===== src/rtl/cr16_ctrl_fsm_v2_pkg.sv =====
// Shared constants for the CR16 control FSM: opcode/extension codes, condition codes,
// flag bit positions, state encoding and the immediate-extension rule.
package cr16_ctrl_fsm_v2_pkg;

  localparam logic [3:0] OPC_NOP   = 4'h0;
  localparam logic [3:0] OPC_EXT   = 4'h4;
  localparam logic [3:0] OPC_CMP   = 4'hB;
  localparam logic [3:0] OPC_BCOND = 4'hC;

  localparam logic [3:0] EXT_LOAD  = 4'h0;
  localparam logic [3:0] EXT_STORE = 4'h4;
  localparam logic [3:0] EXT_JCOND = 4'hC;

  localparam logic [3:0] CC_EQ = 4'h0;
  localparam logic [3:0] CC_NE = 4'h1;
  localparam logic [3:0] CC_CS = 4'h2;
  localparam logic [3:0] CC_CC = 4'h3;
  localparam logic [3:0] CC_HI = 4'h4;
  localparam logic [3:0] CC_LS = 4'h5;
  localparam logic [3:0] CC_GT = 4'h6;
  localparam logic [3:0] CC_LE = 4'h7;
  localparam logic [3:0] CC_FS = 4'h8;
  localparam logic [3:0] CC_FC = 4'h9;
  localparam logic [3:0] CC_LO = 4'hA;
  localparam logic [3:0] CC_HS = 4'hB;
  localparam logic [3:0] CC_LT = 4'hC;
  localparam logic [3:0] CC_GE = 4'hD;
  localparam logic [3:0] CC_UC = 4'hE;
  localparam logic [3:0] CC_NV = 4'hF;

  localparam int FLAG_Z = 4;
  localparam int FLAG_C = 3;
  localparam int FLAG_F = 2;
  localparam int FLAG_L = 1;
  localparam int FLAG_N = 0;

  typedef enum logic [2:0] {
    S_FETCH   = 3'd0,
    S_DECODE  = 3'd1,
    S_EXEC    = 3'd2,
    S_STORE   = 3'd3,
    S_LD_ADDR = 3'd4,
    S_LD_WB   = 3'd5,
    S_HALT    = 3'd6
  } state_e;

  // Logical/unsigned-style operations take a zero-extended immediate.
  function automatic logic imm_is_zext(input logic [3:0] op);
    case (op)
      4'h1, 4'h2, 4'h3, 4'h4, 4'h8, 4'hC, 4'hE, 4'hF: return 1'b1;
      default:                                        return 1'b0;
    endcase
  endfunction

endpackage


===== src/rtl/cr16_ctrl_fsm_v2_if.sv =====
// Instruction/data memory handshake between the control FSM and the memory/IR side.
interface cr16_ctrl_fsm_v2_if;
  logic        mem_req;
  logic        mem_we;
  logic        ls_ctrl;
  logic        mem_ready;
  logic [15:0] instr;
  logic [15:0] ir_reg;

  modport master (output mem_req, mem_we, ls_ctrl, input mem_ready, instr, ir_reg);
  modport slave  (input mem_req, mem_we, ls_ctrl, output mem_ready, instr, ir_reg);
endinterface


===== src/rtl/cr16_ctrl_fsm_v2_cond_eval.sv =====
// Condition-code evaluator shared by the Bcond and Jcond paths.
module cr16_ctrl_fsm_v2_cond_eval
  import cr16_ctrl_fsm_v2_pkg::*;
(
  input  logic [4:0] flags,
  input  logic [3:0] cond,
  output logic       taken
);
  logic z, c, f, l, n;

  assign z = flags[FLAG_Z];
  assign c = flags[FLAG_C];
  assign f = flags[FLAG_F];
  assign l = flags[FLAG_L];
  assign n = flags[FLAG_N];

  always_comb begin
    taken = 1'b0;
    case (cond)
      CC_EQ: taken = z;
      CC_NE: taken = !z;
      CC_CS: taken = c;
      CC_CC: taken = !c;
      CC_HI: taken = l;
      CC_LS: taken = !l;
      CC_GT: taken = n;
      CC_LE: taken = !n;
      CC_FS: taken = f;
      CC_FC: taken = !f;
      CC_LO: taken = !l && !z;
      CC_HS: taken = l || z;
      CC_LT: taken = !n && !z;
      CC_GE: taken = n || z;
      CC_UC: taken = 1'b1;
      default: taken = 1'b0;
    endcase
  end
endmodule


===== src/rtl/cr16_ctrl_fsm_v2.sv =====
// Multi-cycle fetch/decode/execute controller for the CR16-style ISA with memory wait
// states, debug halt/step, retire-count pause and a sticky illegal-extension flag.
module cr16_ctrl_fsm_v2
  import cr16_ctrl_fsm_v2_pkg::*;
#(
  parameter  int DATA_W      = 16,
  parameter  int NREGS       = 16,
  parameter  int PAUSE_AFTER = 0,
  parameter  int CNT_W       = 16,
  localparam int REG_AW      = $clog2(NREGS)
) (
  input  logic                  clk,
  input  logic                  reset,
  input  logic [4:0]            flags,
  cr16_ctrl_fsm_v2_if.master    bus,
  input  logic                  dbg_halt,
  input  logic                  dbg_step,
  output logic                  ir_en,
  output logic                  pc_en,
  output logic                  pc_load,
  output logic                  pc_mux_ctrl,
  output logic [DATA_W-1:0]     disp,
  output logic                  reg_we,
  output logic [NREGS-1:0]      reg_en,
  output logic [REG_AW-1:0]     rsrc,
  output logic [REG_AW-1:0]     rdest,
  output logic [3:0]            op,
  output logic [DATA_W-1:0]     imm,
  output logic                  imm_en,
  output logic                  alu_mux_ctrl,
  output logic                  halted,
  output logic                  illegal,
  output logic [CNT_W-1:0]      instr_count
);

  function automatic logic [DATA_W-1:0] sext8(input logic signed [7:0] v);
    logic signed [DATA_W-1:0] w;
    w = v;
    return w;
  endfunction

  function automatic logic [DATA_W-1:0] zext8(input logic [7:0] v);
    return DATA_W'(v);
  endfunction

  state_e             state, state_nxt;
  logic               step_run, pause_hold, step_go, illegal_set, taken, pause_hit;
  logic [3:0]         opc, ext, op_sel;
  logic [REG_AW-1:0]  ins_src, ins_dst, ir_src, ir_dst;
  logic [CNT_W-1:0]   count_inc;
  logic               ir_unused;

  assign opc       = bus.instr[15:12];
  assign ext       = bus.instr[7:4];
  assign op_sel    = (opc == OPC_NOP) ? ext : opc;
  assign ins_src   = REG_AW'(bus.instr[3:0]);
  assign ins_dst   = REG_AW'(bus.instr[11:8]);
  assign ir_src    = REG_AW'(bus.ir_reg[3:0]);
  assign ir_dst    = REG_AW'(bus.ir_reg[11:8]);
  assign ir_unused = ^{bus.ir_reg[15:12], bus.ir_reg[7:4]};
  assign count_inc = instr_count + 1'b1;
  assign pause_hit = (PAUSE_AFTER != 0) && (count_inc == CNT_W'(PAUSE_AFTER));

  cr16_ctrl_fsm_v2_cond_eval u_cond (
    .flags (flags),
    .cond  (bus.instr[11:8]),
    .taken (taken)
  );

  always_ff @(posedge clk or negedge reset) begin
    if (!reset) begin
      state       <= S_FETCH;
      instr_count <= '0;
      illegal     <= 1'b0;
      step_run    <= 1'b0;
      pause_hold  <= 1'b0;
    end else begin
      state <= state_nxt;
      if (pc_en) begin
        instr_count <= count_inc;
        step_run    <= 1'b0;
      end else if (step_go) begin
        step_run <= 1'b1;
      end
      // A pause halt stays sticky until reset; only single steps escape it.
      if (pc_en && pause_hit) pause_hold <= 1'b1;
      if (illegal_set)        illegal    <= 1'b1;
    end
  end

  always_comb begin
    state_nxt    = S_FETCH;
    bus.mem_req  = 1'b0;
    bus.mem_we   = 1'b0;
    bus.ls_ctrl  = 1'b0;
    ir_en        = 1'b0;
    pc_en        = 1'b0;
    pc_load      = 1'b0;
    pc_mux_ctrl  = 1'b0;
    disp         = '0;
    reg_we       = 1'b0;
    reg_en       = '0;
    rsrc         = '0;
    rdest        = '0;
    op           = '0;
    imm          = '0;
    imm_en       = 1'b0;
    alu_mux_ctrl = 1'b0;
    halted       = 1'b0;
    illegal_set  = 1'b0;
    step_go      = 1'b0;
    // Outputs are forced to their reset values for as long as reset is held.
    if (reset) begin
      case (state)
        S_FETCH: begin
          bus.mem_req = 1'b1;
          ir_en       = 1'b1;
          state_nxt   = bus.mem_ready ? S_DECODE : S_FETCH;
        end
        S_DECODE: begin
          rsrc  = ins_src;
          rdest = ins_dst;
          if (opc == OPC_EXT && ext == EXT_STORE)     state_nxt = S_STORE;
          else if (opc == OPC_EXT && ext == EXT_LOAD) state_nxt = S_LD_ADDR;
          else                                        state_nxt = S_EXEC;
        end
        S_EXEC: begin
          rsrc   = ins_src;
          rdest  = ins_dst;
          op     = op_sel;
          imm_en = (opc != OPC_NOP);
          imm    = imm_is_zext(op_sel) ? zext8(bus.instr[7:0]) : sext8(bus.instr[7:0]);
          pc_en  = 1'b1;
          if (opc == OPC_BCOND) begin
            disp        = sext8(bus.instr[7:0]);
            pc_mux_ctrl = taken;
          end else if (opc == OPC_EXT) begin
            if (ext == EXT_JCOND) pc_load     = taken;
            else                  illegal_set = 1'b1;
          end else if (op_sel != OPC_CMP && op_sel != OPC_NOP) begin
            reg_we = 1'b1;
            reg_en = NREGS'(1) << ins_dst;
          end
        end
        S_STORE: begin
          rsrc        = ir_src;
          rdest       = ir_dst;
          bus.ls_ctrl = 1'b1;
          bus.mem_req = 1'b1;
          bus.mem_we  = 1'b1;
          pc_en       = bus.mem_ready;
          state_nxt   = S_STORE;
        end
        S_LD_ADDR: begin
          rsrc        = ir_src;
          bus.ls_ctrl = 1'b1;
          bus.mem_req = 1'b1;
          state_nxt   = bus.mem_ready ? S_LD_WB : S_LD_ADDR;
        end
        S_LD_WB: begin
          rdest        = ir_dst;
          alu_mux_ctrl = 1'b1;
          reg_we       = 1'b1;
          reg_en       = NREGS'(1) << ir_dst;
          pc_en        = 1'b1;
        end
        S_HALT: begin
          halted = 1'b1;
          if (dbg_step) begin
            step_go   = 1'b1;
            state_nxt = S_FETCH;
          end else if (!dbg_halt && !pause_hold) begin
            state_nxt = S_FETCH;
          end else begin
            state_nxt = S_HALT;
          end
        end
        default: state_nxt = S_FETCH;
      endcase
      // Retire boundary: the only point where a halt request is honoured.
      if (pc_en) state_nxt = (dbg_halt || pause_hit || step_run) ? S_HALT : S_FETCH;
    end
  end

endmodule


===== src/flat_wrapper.sv =====
// flat-port wrapper written by rule: the top's interface ports become plain ports
module cr16_ctrl_fsm_v2_flat import cr16_ctrl_fsm_v2_pkg::*;
#(
  parameter  int DATA_W      = 16,
  parameter  int NREGS       = 16,
  parameter  int PAUSE_AFTER = 0,
  parameter  int CNT_W       = 16,
  localparam int REG_AW      = $clog2(NREGS)
)
  (clk, reset, flags, dbg_halt, dbg_step, ir_en, pc_en, pc_load, pc_mux_ctrl, disp, reg_we, reg_en, rsrc, rdest, op, imm, imm_en, alu_mux_ctrl, halted, illegal, instr_count, bus_mem_req, bus_mem_we, bus_ls_ctrl, bus_mem_ready, bus_instr, bus_ir_reg);
  cr16_ctrl_fsm_v2_if bus_i ();
  input  logic clk;
  input  logic reset;
  input  logic [4:0] flags;
  input  logic dbg_halt;
  input  logic dbg_step;
  output logic ir_en;
  output logic pc_en;
  output logic pc_load;
  output logic pc_mux_ctrl;
  output logic [DATA_W-1:0] disp;
  output logic reg_we;
  output logic [NREGS-1:0] reg_en;
  output logic [REG_AW-1:0] rsrc;
  output logic [REG_AW-1:0] rdest;
  output logic [3:0] op;
  output logic [DATA_W-1:0] imm;
  output logic imm_en;
  output logic alu_mux_ctrl;
  output logic halted;
  output logic illegal;
  output logic [CNT_W-1:0] instr_count;
  output wire logic [$bits(bus_i.mem_req)-1:0] bus_mem_req;
  output wire logic [$bits(bus_i.mem_we)-1:0] bus_mem_we;
  output wire logic [$bits(bus_i.ls_ctrl)-1:0] bus_ls_ctrl;
  input wire logic [$bits(bus_i.mem_ready)-1:0] bus_mem_ready;
  input wire logic [$bits(bus_i.instr)-1:0] bus_instr;
  input wire logic [$bits(bus_i.ir_reg)-1:0] bus_ir_reg;
  assign bus_mem_req = bus_i.mem_req;
  assign bus_mem_we = bus_i.mem_we;
  assign bus_ls_ctrl = bus_i.ls_ctrl;
  assign bus_i.mem_ready = bus_mem_ready;
  assign bus_i.instr = bus_instr;
  assign bus_i.ir_reg = bus_ir_reg;
  cr16_ctrl_fsm_v2 #(.DATA_W(DATA_W), .NREGS(NREGS), .PAUSE_AFTER(PAUSE_AFTER), .CNT_W(CNT_W)) u_core (.clk(clk), .reset(reset), .flags(flags), .bus(bus_i), .dbg_halt(dbg_halt), .dbg_step(dbg_step), .ir_en(ir_en), .pc_en(pc_en), .pc_load(pc_load), .pc_mux_ctrl(pc_mux_ctrl), .disp(disp), .reg_we(reg_we), .reg_en(reg_en), .rsrc(rsrc), .rdest(rdest), .op(op), .imm(imm), .imm_en(imm_en), .alu_mux_ctrl(alu_mux_ctrl), .halted(halted), .illegal(illegal), .instr_count(instr_count));
endmodule

===== config.mk =====
export PLATFORM = sky130hd
export DESIGN_NAME = cr16_ctrl_fsm_v2_flat
export DESIGN_NICKNAME = d
export VERILOG_FILES = /design/src/rtl/cr16_ctrl_fsm_v2_pkg.sv /design/src/rtl/cr16_ctrl_fsm_v2_if.sv /design/src/rtl/cr16_ctrl_fsm_v2_cond_eval.sv /design/src/rtl/cr16_ctrl_fsm_v2.sv /design/src/flat_wrapper.sv
export SDC_FILE = /design/constraint.sdc
export NUM_CORES = 1
export LEC_CHECK = 0
export CAP_MARGIN = 20
export CELL_PAD_IN_SITES_DETAIL_PLACEMENT = 1
export CELL_PAD_IN_SITES_GLOBAL_PLACEMENT = 1
export CORE_MARGIN = 2
export CORE_UTILIZATION = 29
export CTS_CLUSTER_SIZE = 25
export DETAILED_ROUTE_END_ITERATION = 6
export HOLD_SLACK_MARGIN = 0.05
export PLACE_DENSITY_LB_ADDON = 0.3
export SYNTH_ARGS = -nofsm -noshare
export SYNTH_HDL_FRONTEND = slang
export SYNTH_SLANG_ARGS = --single-unit

===== constraint.sdc =====
create_clock -name clk -period 4.8 [get_ports clk]
set_input_delay 0.96 -clock clk [delete_from_list [all_inputs] [get_ports clk]]
set_output_delay 0.96 -clock clk [all_outputs]
set_load 0.01 [all_outputs]

==> summary.txt <==
Routing
  – Vias per cell: between 5 and 6
  – Remaining DRCs: 0
  – Via count: about 2500
  – Post-Route WL: 7850 um
  – Drt wl/cell: 15.8 um
  – First-iteration detailed-routing DRC count: approximately 150
  – Post-route ant nets: 0
  – Iteration count of the initial detailed-routing pass: 4

Power and ir drop
  – Pleak: 1.30 nW
  – Sw frac: 34.4%
  – Power Density: between 150 and 200 nW/um2
  – Clock Power Share: a little under a fifth
  – Pint: about 0.40 mW
  – NetSw: around 0.21 mW
  – Gate power share: 42.7%
  – Flop pwr share: 38.4%
  – Worst VDD drop: 0.217 mV

Timing
  – Slew of the pin with the lowest slew margin: 0.750 ns
  – Part of the cycle the worst path needs: 94.3%
  – Max-slew violation count: 0
  – Max Fclk: 0.221 GHz
  – Final setup TNS: 0 ns
  – RSZ-0062 raised after global routing: no
  – Final Hold Viols: 0
  – Final Skew: 0.00332 ns
  – # setup viols final: 0
  – Slew margin rel.: 49.6%
  – Final Critical Period: 4.53 ns

Synthesis
  – Synth top cells by count: 31 x nand2_1, 21 x dfrtp_1, 20 x and2_1, 20 x nor2_1, 15 x buf_4
  – Avg Cell Area, Syn: 7.67 um2
  – Synth area leader: dfrtp_1
  – Leading register cell type out of synthesis: dfrtp_1
  – Synthesized Nets: 340
  – FF+latch count, synth: 21
  – EDFF count, synth: 0
  – Post-Synthesis Cells: 297
  – Main area contributors after synthesis: dfrtp_1 23%, and2_1 5.5%, nand2_1 5.1%
  – Count leader, synth: nand2_1
  – Synth unique cells: 55
  – Sequential cell area fraction in the yosys report: a little under a quarter
  – Share of the synthesized area in the top cell type: 23.1%
  – Mapped cell area: 2280 um2
  – Ys Warns: 0
  – Async SR Flop Fraction: 100%

Clock network
  – Clock Tree Buf Depth: 2
  – CTS tree: built
  – Clock sink count: 21
  – Later-pin clock latency in the skew report: 0.26 ns
  – Root Buffer: clkbuf_8
  – Cts bufs inserted: 3
  – H-tree levels: 1
  – Clock slew at reported path FFs: roughly 0.080 ns

Worst hold path
  – Min-Delay Path Class: reg -> reg
  – Hold path start: u_core.illegal$_DFFE_PN0P_
  – Hold path endpoint: u_core.illegal$_DFFE_PN0P_
  – Hold path depth: 1

Placed design
  – Placed inst area: 3460 um2
  – Placed Instances: roughly 490
  – Post-DP HPWL: 6190 um
  – Port buffer count: 121
  – Gpl congestion: 0.858

Layout
  – Nets: ~440
  – Final Non-Filler Cells: 497
  – Layout cells sized above 1: 8.35%
  – Fill cells: between 900 and 1000
  – Final instance area: 3510 um2
  – Area growth syn-to-layout: 54.1%
  – Antenna diode count: 0

Job
  – Max_cap viols: 0

Critical path
  – Critical path fanouts, max: 10
  – R2R cell count: 4
  – R2r setup slk: 2.48 ns
  – R2R Path Start: u_core.state[0]$_DFF_PN0_
  – Crit path DAT: around 3.6 ns
  – Critical path class: in -> out
  – CP Launch Type: primary input
  – Worst setup EP type: primary output
  – Worst R2R End: u_core.instr_count[1]$_DFFE_PN0P_
  – Critical Path RT: roughly 3.8 ns

Floorplanning
  – Die Area: 8580 um2
  – Die Y: 92.6 um
  – Die W: 92.6 um
  – FP Rows: 32
  – Core Area: 7690 um2
  – Initial Util: 29.6%
  – Num ports: between 100 and 150

Global routing
  – Gr ovfl total: 0
  – First-pass GRT wire length: 12800 um
  – Number of global-route vias before repair: 2612
  – GRT Overall Usage: roughly 18%
  – Initial antenna violation count: 0
  – Largest net degree at the start of global routing: 39

Status
  – Status: finished clean
==> state kept, by name (all words and copies together) (netlist names) <==
| register | cells |
|---|---|
| u_core.step_run | 1 |
| u_core.state | 3 |
| u_core.instr_count | 16 |
| u_core.illegal | 1 |
==> final cells by class <==
cell class              count  area (um2)  share of cell area (%)
repair buffers            129        1270                    36.2
flip-flops and latches     21         526                    15.0
clock inverters             1        5.00                   0.143
inverters                   7        26.3                   0.748
clock buffers               3        41.3                    1.18
well taps                 102         128                    3.64
multi-input cells         234        1510                    43.1
==> power groups by stage <==
stage | sequential [mW] | combinational (mW) | clock [mW]
finish | 0.233 | 0.258 | 0.114
global placement | 0.235 | 0.255 | 0
floorplan | 0.228 | 0.134 | 0
detailed placement | 0.235 | 0.260 | 0
global route | 0.239 | 0.284 | 0.127
CTS | 0.233 | 0.261 | 0.119
==> kinds of logic (layout without fill, tap and decap cells) <==
group / Yosys count / in the layout / synth area share, %
AO/OA/AOI/OAI: 62 / 62 / 19.0
flip-flops: 21 / 21 / 23.1
buffers and inverters: 42 / 140 / 10.8
adder cells (fa/ha/maj): 1 / 1 / 0.549
AND/OR/NAND/NOR: 142 / 142 / 34.4
XOR/XNOR: 18 / 18 / 6.92
multiplexers: 11 / 11 / 5.33
==> through the flow <==
| stage | worst slack (ns) | hold WS, ns | utilization (%) | power [mW] |
|---|---|---|---|---|
| 3_5_place_dp | 0.193 | 0.460 | 45.0 | 0.495 |
| 2_1_floorplan | 1.02 | 0.465 | - | 0.362 |
| 5_1_grt | 0.110 | 0.509 | 45.7 | 0.650 |
| 6_report | 0.273 | 0.477 | 45.7 | 0.605 |
| 4_1_cts | 0.177 | 0.484 | 45.6 | 0.612 |
| 3_3_place_gp | 0.257 | 0.460 | 45.0 | 0.490 |
==> routing by layer <==
layer,GRT usage [%],up-vias,share of wire [%]
li1,-,1246,-
met1,22.5,1226,44
met2,32.8,67,51
met3,1.95,4,4.5
met4,2.70,0,0.48
met5,0,-,0
==> worst max path at each step <==
| stage | to | startpoint | slack [ns] |
|---|---|---|---|
| 2_1_floorplan | imm[10] | bus_instr[13] | 1.02 |
| 3_3_place_gp | reg_en[7] | bus_instr[15] | 0.26 |
| 3_5_place_dp | reg_en[7] | bus_instr[15] | 0.19 |
| 4_1_cts | reg_en[7] | bus_instr[15] | 0.18 |
| 5_1_grt | reg_en[5] | bus_instr[13] | 0.11 |
| 6_report | reg_en[7] | bus_instr[15] | 0.27 |
==> repair_timing <==
action / CTS / global route
resized for setup: 0 / 1
setup endpoints to repair: 0 / 3
hold buffers: 0 / 0
setup buffers: 0 / 0
==> placed cells by master (no fill, tap or decap), types with 4 or more instances in the layout <==
cell type / n
a22oi_1: 8
xor2_1: 5
buf_4: 8
nand3_1: 14
and2_1: 20
nand2b_1: 5
nand2_1: 31
inv_1: 7
dfrtp_1: 21
mux2_2: 9
and3_1: 11
o22ai_1: 14
xnor2_1: 13
nor3_1: 4
clkdlybuf4s50_1: 121
o21ai_0: 11
nor2b_1: 8
a21oi_1: 5
nor2_1: 20
==> critical path, stage by stage <==
cell             delay, ns
clkdlybuf4s50_1       0.61
nor4b_2               0.48
nor4_1                0.19
a2bb2oi_2             0.28
nand2_2               0.13
o32ai_1               0.32
clkdlybuf4s50_1       0.59
Power figures use the tool's default switching activity.
